File: src/rtl/dma_io_pkg.sv
// Shared types and constants for the buffered DMA I/O peripheral.
// Purpose: FSM state encoding, DMA direction codes, status register layout.
// Latency/backpressure: n/a (declarations only).
package dma_io_pkg;

    typedef enum logic [2:0] {
        IDLE    = 3'd0,
        CPU_ACK = 3'd1,
        REQ     = 3'd2,
        XFER    = 3'd3,
        FIN     = 3'd4
    } state_e;

    localparam logic DIR_IO2MEM = 1'b0;
    localparam logic DIR_MEM2IO = 1'b1;

    // Status register: ptr occupies bits [ptr_w-1:0], busy sits directly above
    // it, every higher bit reads as zero.
    localparam int unsigned STAT_PTR_LSB = 0;

    function automatic logic [31:0] status_word(input logic busy,
                                                input logic [31:0] ptr,
                                                input int unsigned ptr_w);
        return ({31'd0, busy} << ptr_w) | (ptr << STAT_PTR_LSB);
    endfunction

endpackage

File: src/rtl/dma_io_buffer.sv
// DEPTH x DATA_W register array, one write port and one combinational read port.
// Latency: write lands at the clock edge; read data is combinational from raddr_i.
// Backpressure: none; the caller owns arbitration between CPU and DMA.
// Ports: we_i/waddr_i/wdata_i write port; raddr_i/rdata_o read port.
// Reset loads entry i with 2*i (mod 2^DATA_W) so the contents are predictable.
module dma_io_buffer #(
    parameter int DATA_W = 8,
    parameter int DEPTH  = 32
) (
    input  logic                     clk,
    input  logic                     rst,
    input  logic                     we_i,
    input  logic [$clog2(DEPTH)-1:0] waddr_i,
    input  logic [DATA_W-1:0]        wdata_i,
    input  logic [$clog2(DEPTH)-1:0] raddr_i,
    output logic [DATA_W-1:0]        rdata_o
);

    logic [DATA_W-1:0] mem_q [DEPTH];

    always_ff @(posedge clk or posedge rst) begin
        if (rst) begin
            for (int i = 0; i < DEPTH; i++) begin
                mem_q[i] <= DATA_W'(2 * i);
            end
        end else if (we_i) begin
            mem_q[waddr_i] <= wdata_i;
        end
    end

    assign rdata_o = mem_q[raddr_i];

endmodule

File: src/rtl/dma_io_buffered_device.sv
// DMA-capable I/O peripheral: CPU single-beat access to a DEPTH-entry buffer
// plus DREQ/DACK bursts of BURST_LEN beats in either direction.
// Latency: t_ready (and read data) 1 clk after i_ready rises; one DMA beat per clk with dack high.
// Backpressure: CPU access deferred while a burst owns the buffer; dack low pauses a burst.
// Ports: addr/data_in/rd_wr/i_ready -> t_ready/data_out/data_oe (CPU side);
//        cpu_event/dma_dir/dack -> dreq/io_flag/done (DMA side); status at BASE+DEPTH.
// Optional: define DMA_IO_IRQ_EN to add a sticky irq output set on done and
//           cleared by a CPU write to the status address.
module dma_io_buffered_device #(
    parameter int DATA_W    = 8,
    parameter int ADDR_W    = 16,
    parameter int DEPTH     = 32,
    parameter int BASE      = 1001,
    parameter int BURST_LEN = 2
) (
    input  logic              clk,
    input  logic              rst,
    input  logic [ADDR_W-1:0] addr,
    input  logic [DATA_W-1:0] data_in,
    output logic [DATA_W-1:0] data_out,
    output logic              data_oe,
    input  logic              rd_wr,
    input  logic              i_ready,
    output logic              t_ready,
    input  logic              cpu_event,
    input  logic              dma_dir,
    output logic              dreq,
    input  logic              dack,
    output logic              io_flag,
    output logic              done
`ifdef DMA_IO_IRQ_EN
    ,
    output logic              irq
`endif
);
    import dma_io_pkg::*;

    localparam int PTR_W = $clog2(DEPTH);
    localparam int CNT_W = $clog2(DEPTH) + 1;
    localparam logic [ADDR_W-1:0] BASE_A = ADDR_W'(BASE);
    localparam logic [ADDR_W-1:0] STAT_A = ADDR_W'(BASE + DEPTH);

    state_e            state_q, state_d;
    logic [PTR_W-1:0]  ptr_q, ptr_d;
    logic [CNT_W-1:0]  cnt_q, cnt_d;
    logic              dir_q, dir_d;
    logic              t_ready_q, t_ready_d;
    logic [DATA_W-1:0] cpu_dout_q, cpu_dout_d;
    logic              cpu_oe_q, cpu_oe_d;
    logic              done_q, done_d;
    logic              irdy_q, evt_q;
    logic              cpu_pend_q, cpu_pend_d;
    logic              evt_pend_q, evt_pend_d;

    logic              cpu_hit, is_stat, cpu_rise, cpu_req, evt_rise;
    logic              in_burst, beat, last_beat, busy, buf_we;
    logic [PTR_W-1:0]  cpu_idx, buf_addr;
    logic [DATA_W-1:0] buf_rdata, status_dat;

    // Address decode: buffer window plus the status word just past it.
    assign cpu_hit  = (addr >= BASE_A) && (addr <= STAT_A);
    assign is_stat  = (addr == STAT_A);
    assign cpu_idx  = PTR_W'(addr - BASE_A);

    assign cpu_rise = i_ready & ~irdy_q;
    assign evt_rise = cpu_event & ~evt_q;
    // An access that rose while the buffer was busy stays pending until served.
    assign cpu_req  = i_ready & (cpu_rise | cpu_pend_q) & cpu_hit & ~dack;

    assign in_burst  = (state_q == REQ) || (state_q == XFER);
    assign beat      = in_burst & dack;
    assign last_beat = beat && (cnt_q == CNT_W'(BURST_LEN - 1));

    assign busy       = evt_pend_q | (state_q == REQ) | (state_q == XFER) | (state_q == FIN);
    assign status_dat = DATA_W'(status_word(busy, 32'(ptr_q), PTR_W));

    // The DMA pointer owns the buffer during a burst; otherwise the CPU index does.
    assign buf_addr = in_burst ? ptr_q : cpu_idx;
    assign buf_we   = (beat && (dir_q == DIR_MEM2IO)) ||
                      ((state_q == IDLE) && cpu_req && rd_wr && !is_stat);

    dma_io_buffer #(
        .DATA_W (DATA_W),
        .DEPTH  (DEPTH)
    ) u_buf (
        .clk     (clk),
        .rst     (rst),
        .we_i    (buf_we),
        .waddr_i (buf_addr),
        .wdata_i (data_in),
        .raddr_i (buf_addr),
        .rdata_o (buf_rdata)
    );

    always_comb begin
        state_d    = state_q;
        ptr_d      = ptr_q;
        cnt_d      = cnt_q;
        dir_d      = dir_q;
        t_ready_d  = t_ready_q;
        cpu_dout_d = cpu_dout_q;
        cpu_oe_d   = cpu_oe_q;
        done_d     = 1'b0;
        evt_pend_d = evt_pend_q;
        cpu_pend_d = (cpu_pend_q | cpu_rise) & i_ready;

        unique case (state_q)
            IDLE: begin
                if (cpu_req) begin
                    // CPU wins a tie with cpu_event; the event is parked.
                    state_d    = CPU_ACK;
                    t_ready_d  = 1'b1;
                    cpu_pend_d = 1'b0;
                    if (!rd_wr) begin
                        cpu_dout_d = is_stat ? status_dat : buf_rdata;
                        cpu_oe_d   = 1'b1;
                    end
                    if (evt_rise) evt_pend_d = 1'b1;
                end else if (evt_rise || evt_pend_q) begin
                    state_d    = REQ;
                    evt_pend_d = 1'b0;
                    cnt_d      = '0;
                    dir_d      = dma_dir;
                end
            end
            CPU_ACK: begin
                if (!i_ready) begin
                    state_d   = IDLE;
                    t_ready_d = 1'b0;
                    cpu_oe_d  = 1'b0;
                end
            end
            REQ, XFER: begin
                if (beat) begin
                    ptr_d   = ptr_q + PTR_W'(1);
                    cnt_d   = cnt_q + CNT_W'(1);
                    state_d = last_beat ? FIN : XFER;
                end
            end
            FIN: begin
                if (!dack) begin
                    done_d  = 1'b1;
                    state_d = IDLE;
                end
            end
            default: state_d = IDLE;
        endcase
    end

    always_ff @(posedge clk or posedge rst) begin
        if (rst) begin
            state_q    <= IDLE;
            ptr_q      <= '0;
            cnt_q      <= '0;
            dir_q      <= DIR_IO2MEM;
            t_ready_q  <= 1'b0;
            cpu_dout_q <= '0;
            cpu_oe_q   <= 1'b0;
            done_q     <= 1'b0;
            irdy_q     <= 1'b0;
            evt_q      <= 1'b0;
            cpu_pend_q <= 1'b0;
            evt_pend_q <= 1'b0;
        end else begin
            state_q    <= state_d;
            ptr_q      <= ptr_d;
            cnt_q      <= cnt_d;
            dir_q      <= dir_d;
            t_ready_q  <= t_ready_d;
            cpu_dout_q <= cpu_dout_d;
            cpu_oe_q   <= cpu_oe_d;
            done_q     <= done_d;
            irdy_q     <= i_ready;
            evt_q      <= cpu_event;
            cpu_pend_q <= cpu_pend_d;
            evt_pend_q <= evt_pend_d;
        end
    end

    // DMA beat data is driven combinationally in the dack cycle; CPU read
    // data is the registered copy captured when t_ready rose.
    always_comb begin
        data_out = cpu_dout_q;
        data_oe  = cpu_oe_q;
        if (beat && (dir_q == DIR_IO2MEM)) begin
            data_out = buf_rdata;
            data_oe  = 1'b1;
        end
    end

    assign t_ready = t_ready_q;
    assign dreq    = in_burst;
    assign io_flag = beat;
    assign done    = done_q;

`ifdef DMA_IO_IRQ_EN
    logic irq_q, irq_d;

    always_comb begin
        irq_d = irq_q;
        if ((state_q == IDLE) && cpu_req && rd_wr && is_stat) irq_d = 1'b0;
        if (done_d) irq_d = 1'b1;   // set beats clear on the same edge
    end

    always_ff @(posedge clk or posedge rst) begin
        if (rst) irq_q <= 1'b0;
        else     irq_q <= irq_d;
    end

    assign irq = irq_q;
`endif

endmodule

File: config.mk
export PLATFORM = sky130hd
export DESIGN_NAME = dma_io_buffered_device
export DESIGN_NICKNAME = d
export VERILOG_FILES = /design/src/rtl/dma_io_pkg.sv /design/src/rtl/dma_io_buffer.sv /design/src/rtl/dma_io_buffered_device.sv
export SDC_FILE = /design/constraint.sdc
export NUM_CORES = 1
export LEC_CHECK = 0
export ABC_AREA = 1
export BUFFER_PORTS_ARGS = -buffer_cell sky130_fd_sc_hd__clkbuf_2
export CAP_MARGIN = 20
export CORE_ASPECT_RATIO = 1.2
export CORE_MARGIN = 3
export CORE_UTILIZATION = 45
export CTS_CLUSTER_DIAMETER = 50
export DETAILED_ROUTE_END_ITERATION = 10
export GPL_TIMING_DRIVEN = 0
export SLEW_MARGIN = 10
export SYNTH_ARGS = -nofsm -noshare
export SYNTH_HDL_FRONTEND = slang
export SYNTH_SLANG_ARGS = --single-unit
File: constraint.sdc
create_clock -name clk -period 20.3 [get_ports clk]
set_clock_uncertainty 0.15 [all_clocks]
set_input_delay 1.015 -clock clk [delete_from_list [all_inputs] [get_ports clk]]
set_output_delay 1.015 -clock clk [all_outputs]
set_load 0.1 [all_outputs]
After elaboration in Yosys (flattened, before gate mapping) --
Index checks and enable logic that the tools add are counted.
Word-level totals: input port bits 31, register bits after elaboration 286, output and inout port bits 13, logic and storage cells 143
Cells by class: bitwise operators 18, order comparisons 4, muxes and demuxes 34, reductions and logical operators 25, equality and inequality tests 15, $add $sub $neg 3
Operator list (count):
- 256-bit bitwise mux | 1
- 8-bit binary-select mux with 5-bit select | 1
- 8-bit demux with 5-bit select | 1
- 8-bit two-way mux | 5
- 3-bit two-way mux | 6
- 6-bit two-way mux | 3
- 16-bit by 11-bit == test with 1-bit output, second input constant | 1
- 16-bit by 10-bit greater-or-equal comparator with 1-bit output, second input constant | 1
- 16-bit by 11-bit less-or-equal comparator with 1-bit output, second input constant | 1
- 1-bit two-way mux | 12
- 2-bit inequality test, second input constant | 6
- 3-bit one-hot mux with 4 select lines | 1
- 6-bit one-hot mux with 2 select lines | 1
- 3-bit AND reduction | 4
- 4-bit AND reduction | 3
- 1-bit logical AND | 8
- 6-bit by 1-bit adder with 6-bit output, second input constant | 1
- 1-bit bitwise AND | 6
- 3-bit by 2-bit == test with 1-bit output, second input constant | 2
- 6-bit by 1-bit == test with 1-bit output, second input constant | 1
- 6-bit greater-or-equal comparator, second input constant | 1
- 6-bit by 1-bit less-than comparator with 1-bit output, second input constant | 1
- 1-bit inverter | 6
- 5-bit inverter with 6-bit output | 1
- other kinds (16) | 25

Longest topological paths before layout --
depth after elaboration 10, mapped depth 17, depth with buffers taken out 15

By module --
Synthesis repeated with hierarchy kept, for this count alone.
Second synthesis, totals: cell total of the unflattened synthesis 1753, area total of the unflattened synthesis 13750.7 um^2
By module, submodules not included:
- dma_io_buffer | instances 1, cells each 1493, area an instance 11826.3 um^2, seq. area each 6506.2 um^2
- dma_io_buffered_device | instances 1, cells each 260, area an instance 1924.3 um^2, seq. area each 750.7 um^2

Worst setup path before layout --
No wires, ideal clock.
path type input to output, start point input port addr[0], end point output port data_out[7], path buffers 1, required time 19135 ps, stages 14, slack 16063 ps, data arrival time 3072 ps, cells stage by stage inv_1 ha_1 nand2_1 o21ai_2 nor2_4 clkbuf_1 nand2_1 nand3_1 nand2_1 nand2_1 nor2_1 nand2_1 nand2_1 nand2_1
On the way: longest elaborated chain between the ends 7
RTL lines:
- start, declared | line dma_io_buffered_device.sv:18 | input logic [ADDR_W-1:0] addr,
- 5-bit by 4-bit subtractor with 5-bit output | line dma_io_buffered_device.sv:63 | assign cpu_idx = PTR_W'(addr - BASE_A);
- 5-bit two-way mux | line dma_io_buffered_device.sv:78 | assign buf_addr = in_burst ? ptr_q : cpu_idx;
- 5-bit inverter with 6-bit output (not written as such) | line dma_io_buffer.sv:31 | assign rdata_o = mem_q[raddr_i];
- 8-bit binary-select mux with 5-bit select | line dma_io_buffer.sv:31
- 8-bit two-way mux (not written as such) (2 in series) | line dma_io_buffer.sv:31
- 8-bit two-way mux | line dma_io_buffered_device.sv:185 | if (beat && (dir_q == DIR_IO2MEM)) begin
- end, declared | line dma_io_buffered_device.sv:20 | output logic [DATA_W-1:0] data_out,
No other way between the ends. The select of a mux whose other input is x is not followed.

Worst setup path in the final report --
start point input port addr[0], end point output port data_out[1]
The elaborated chain is that of the path after synthesis.

==> impl_metrics.env <==
export IMPL_cp_max_fo=10
export IMPL_r2r_setup_slack_ns=17.06
export IMPL_crit_family="buffers and inverters"
export IMPL_grt_max_degree=116
export IMPL_synth_area_leaders="dfrtp_1 34%, nand2_1 28%, dfstp_2 14%"
export IMPL_grt_pass1_vias=14100
export IMPL_period_needed_ns=5.27
export IMPL_synth_fp_nets=2120
export IMPL_synth_most_common_cell="nand2_1"
export IMPL_crit_type="in2out"
export IMPL_rsz0062_at_grt="no"
export IMPL_grt_pass1_wl_um=84600
export IMPL_fin_setup_tns_ns=0
export IMPL_min_delay_path_depth=2
export IMPL_gp_congestion=0.967
export IMPL_cts_buffers=39
export IMPL_endpoint_kind="primary output"
export IMPL_ys_types=36
export IMPL_drcViolationCount=0
export IMPL_multi_input_area_um2=7320
export IMPL_r2r_end="cpu_dout_q[1]$_DFFE_PP0P_"
export IMPL_critical_path_slowest_cell="clkbuf_1"
export IMPL_postCtsSetupRepairBufs=0
export IMPL_slew_violations=0
export IMPL_synth_common_cells="1121 x nand2_1, 349 x nand3_1, 206 x dfrtp_1"
export IMPL_synth_area_um2=15200
export IMPL_numPortBuffers=43
export IMPL_cp_arrival_ns=4.10
export IMPL_dieArea_um2=36100
export IMPL_fin_nets=2206
export IMPL_ir_worst_vdd_mv=0.0869
export IMPL_async_flop_share=1.00
export IMPL_maxSlewHeadroom=0.370
export IMPL_syn_inst=2084
export IMPL_clock_latency_ns=0.54
export IMPL_syn_avg_cell_area_um2=7.31
export IMPL_synth_seq_area_share=0.476
export IMPL_seqCellArea_um2=7260
export IMPL_antenna_cells=0
export IMPL_cts_hold_buf=0
export IMPL_drv_cap=0
export IMPL_crit_path_cell_trace="clkbuf_2 > inv_1 > nand2_1 > nand2_1 > buf_2 > clkbuf_1 > nand2_1 > nand2_1 > nand2_1 > nand3_1 > nand2_1 > nand2_1 > nor2_1 > nand2_1 > nand2_1 > nand2_1 > clkbuf_2"
export IMPL_reg2reg_depth=15
export IMPL_tightest_slew_ns=0.945
export IMPL_total_leakage_power_uw=0.00938
export IMPL_clock_sinks=286
export IMPL_cpMostUsedCell="nand2_1"
export IMPL_critPathBufInv=5
export IMPL_yosys_warnings=0
export IMPL_hp_class="reg2reg"
export IMPL_ios=44
export IMPL_avgRoutedWirePerCell_um=20.9
export IMPL_start_util=0.458
export IMPL_num_fill_cells=3324
export IMPL_grtUsageTotal=0.306
export IMPL_power_density_nw_per_um2=152
export IMPL_ctsLongestPathBuffers=3
export IMPL_synth_edf_count=0
export IMPL_fin_crit_sh=0.260
export IMPL_clock_root_buffer="clkbuf_16"
export IMPL_layout_drive_gt1_share=0.150
export IMPL_chipHeight_um=208
export IMPL_synth_main_ff_cell="dfrtp_1"
export IMPL_syn_to_final_growth_pct=14.1
export IMPL_slowest_delay_ns=0.72
export IMPL_overflow=0
export IMPL_finalSetupViolCount=0
export IMPL_yosysTopAreaCellShare=0.338
export IMPL_fp_row_count=73
export IMPL_ys_seq_elements=286
export IMPL_yosysTopAreaCell="dfrtp_1"
export IMPL_crit_required_ns=19.14
export IMPL_post_drt_via_cell_ratio=5.51
export IMPL_htreeDepth=2
export IMPL_holdPathEnd="u_buf.mem_q[85]$_DFFE_PP1P_"
export IMPL_fin_util=0.523
export IMPL_dp_hpwl_um=38000
export IMPL_min_delay_start="u_buf.mem_q[85]$_DFFE_PP1P_"
export IMPL_cts_tree="built"
export IMPL_crit_path_start_kind="primary input"
export IMPL_final_hold_violation_count=0
export IMPL_vias=14600
export IMPL_drt_initial_drc_count=1692
export IMPL_clk_pin_slew_ns=0.05
export IMPL_fmax_mhz=190
export IMPL_cp_depth=17
export IMPL_outcome="finished, final reports clean"
export IMPL_antenna_found_initial=0
export IMPL_ant_nets=0
export IMPL_die_x_um=174
export IMPL_dr_pass1_iters=5
export IMPL_cts_resized=0
export IMPL_r2r_start="state_q[1]$_DFFE_PP0P_"
export IMPL_coreArea_um2=33200
export IMPL_drt_wl_total_um=55300
==> metrics by stage <==
step                area (um2)  worst slack (ns)  std cells  hold slack (ns)  total power (uW)
finish                   17400             15.03       2650            0.312              2640
global route             17400             14.90       2650            0.322              2760
CTS                      17400             15.14       2650            0.313              2620
detailed placement       16100             15.15       2579            0.303              1920
global placement         16000              7.74       2577            0.300              1910
floorplan                15200             11.38       2084            0.292              1540
==> worst min-delay path: stages (launching register included) <==
cell and delay [ns]:
dfstp_2 0.36, nand2_1 0.05, nand2_1 0.04
==> state kept, by name, indices dropped and copies added, names as in the netlist <==
register	cells
cnt_q	6
cpu_dout_q	8
cpu_oe_q	1
cpu_pend_q	1
dir_q	1
done	1
evt_pend_q	1
evt_q	1
irdy_q	1
ptr_q	5
state_q	3
t_ready	1
u_buf.mem_q	256
==> power breakdown <==
group          leakage, uW  internal [uW]  total [uW]  switching [uW]
clock             0.000632            426         696             270
combinational      0.00511            240        1070             830
sequential         0.00364            768         877             109
total              0.00938           1430        2640            1210
==> worst max path at each step <==
stage,from,endpoint
after CTS,addr[0],data_out[4]
after detailed placement,addr[0],data_out[0]
after global placement,rst,u_buf.mem_q[157]$_DFFE_PP0P_
after global routing,addr[0],data_out[1]
final,addr[0],data_out[1]
after floorplan,rst,cnt_q[0]$_DFFE_PP0P_
==> cells by family after synthesis <==
| group | count (synthesis) | share of synthesized area |
|---|---|---|
| buffers and inverters | 144 | 0.0429 |
| and+or+nand+nor | 1609 | 0.459 |
| DFF | 286 | 0.476 |
| xor gates and xnor gates | 8 | 0.00460 |
| adders and majority gates | 5 | 0.00411 |
| AOI/OAI and AO/OA | 32 | 0.0134 |
==> metal layers <==
metal | track usage | part of all wire | up-vias
li1 | - | - | 6800
met1 | 0.413 | 0.41 | 6981
met2 | 0.477 | 0.45 | 657
met3 | 0.0450 | 0.076 | 153
met4 | 0.160 | 0.059 | 0
met5 | 0 | 0 | -
==> placed cells by master, fill, tap and decap left out, types with 3 or more instances in the layout <==
cell       netlist  layout
a21oi_1         11      11
buf_1            4       4
buf_2           47      47
buf_4            3       3
bufinv_16        0       3
clkbuf_1        41      52
clkbuf_16        0      41
clkbuf_2         0      43
clkbuf_8         0       4
clkinv_2         0       4
clkinv_4         0       4
dfrtp_1        206     206
dfstp_2         80      80
ha_1             5       5
inv_1           31      30
inv_2           11      11
inv_4            3       3
nand2_1       1121    1121
nand2_2         30      30
nand3_1        349     349
nand4_1         14      14
nor2_1          44      44
nor2_2           5       5
nor2_4          30      30
nor2_8           9       9
nor3_1           4       4
o21ai_0          9       9
o31ai_1          5       5
xor2_1           6       6
==> layout make-up <==
cell class	instances	share of cell area
Multi-Input combinational cell	1654	0.421
Sequential cell	286	0.418
Clock buffer	56	0.0646
Tap cell	450	0.0324
Buffer	96	0.0252
Timing Repair Buffer	45	0.0156
Inverter	48	0.0128
Clock inverter	15	0.0104
Note: power is estimated with default switching activity, not from simulation.
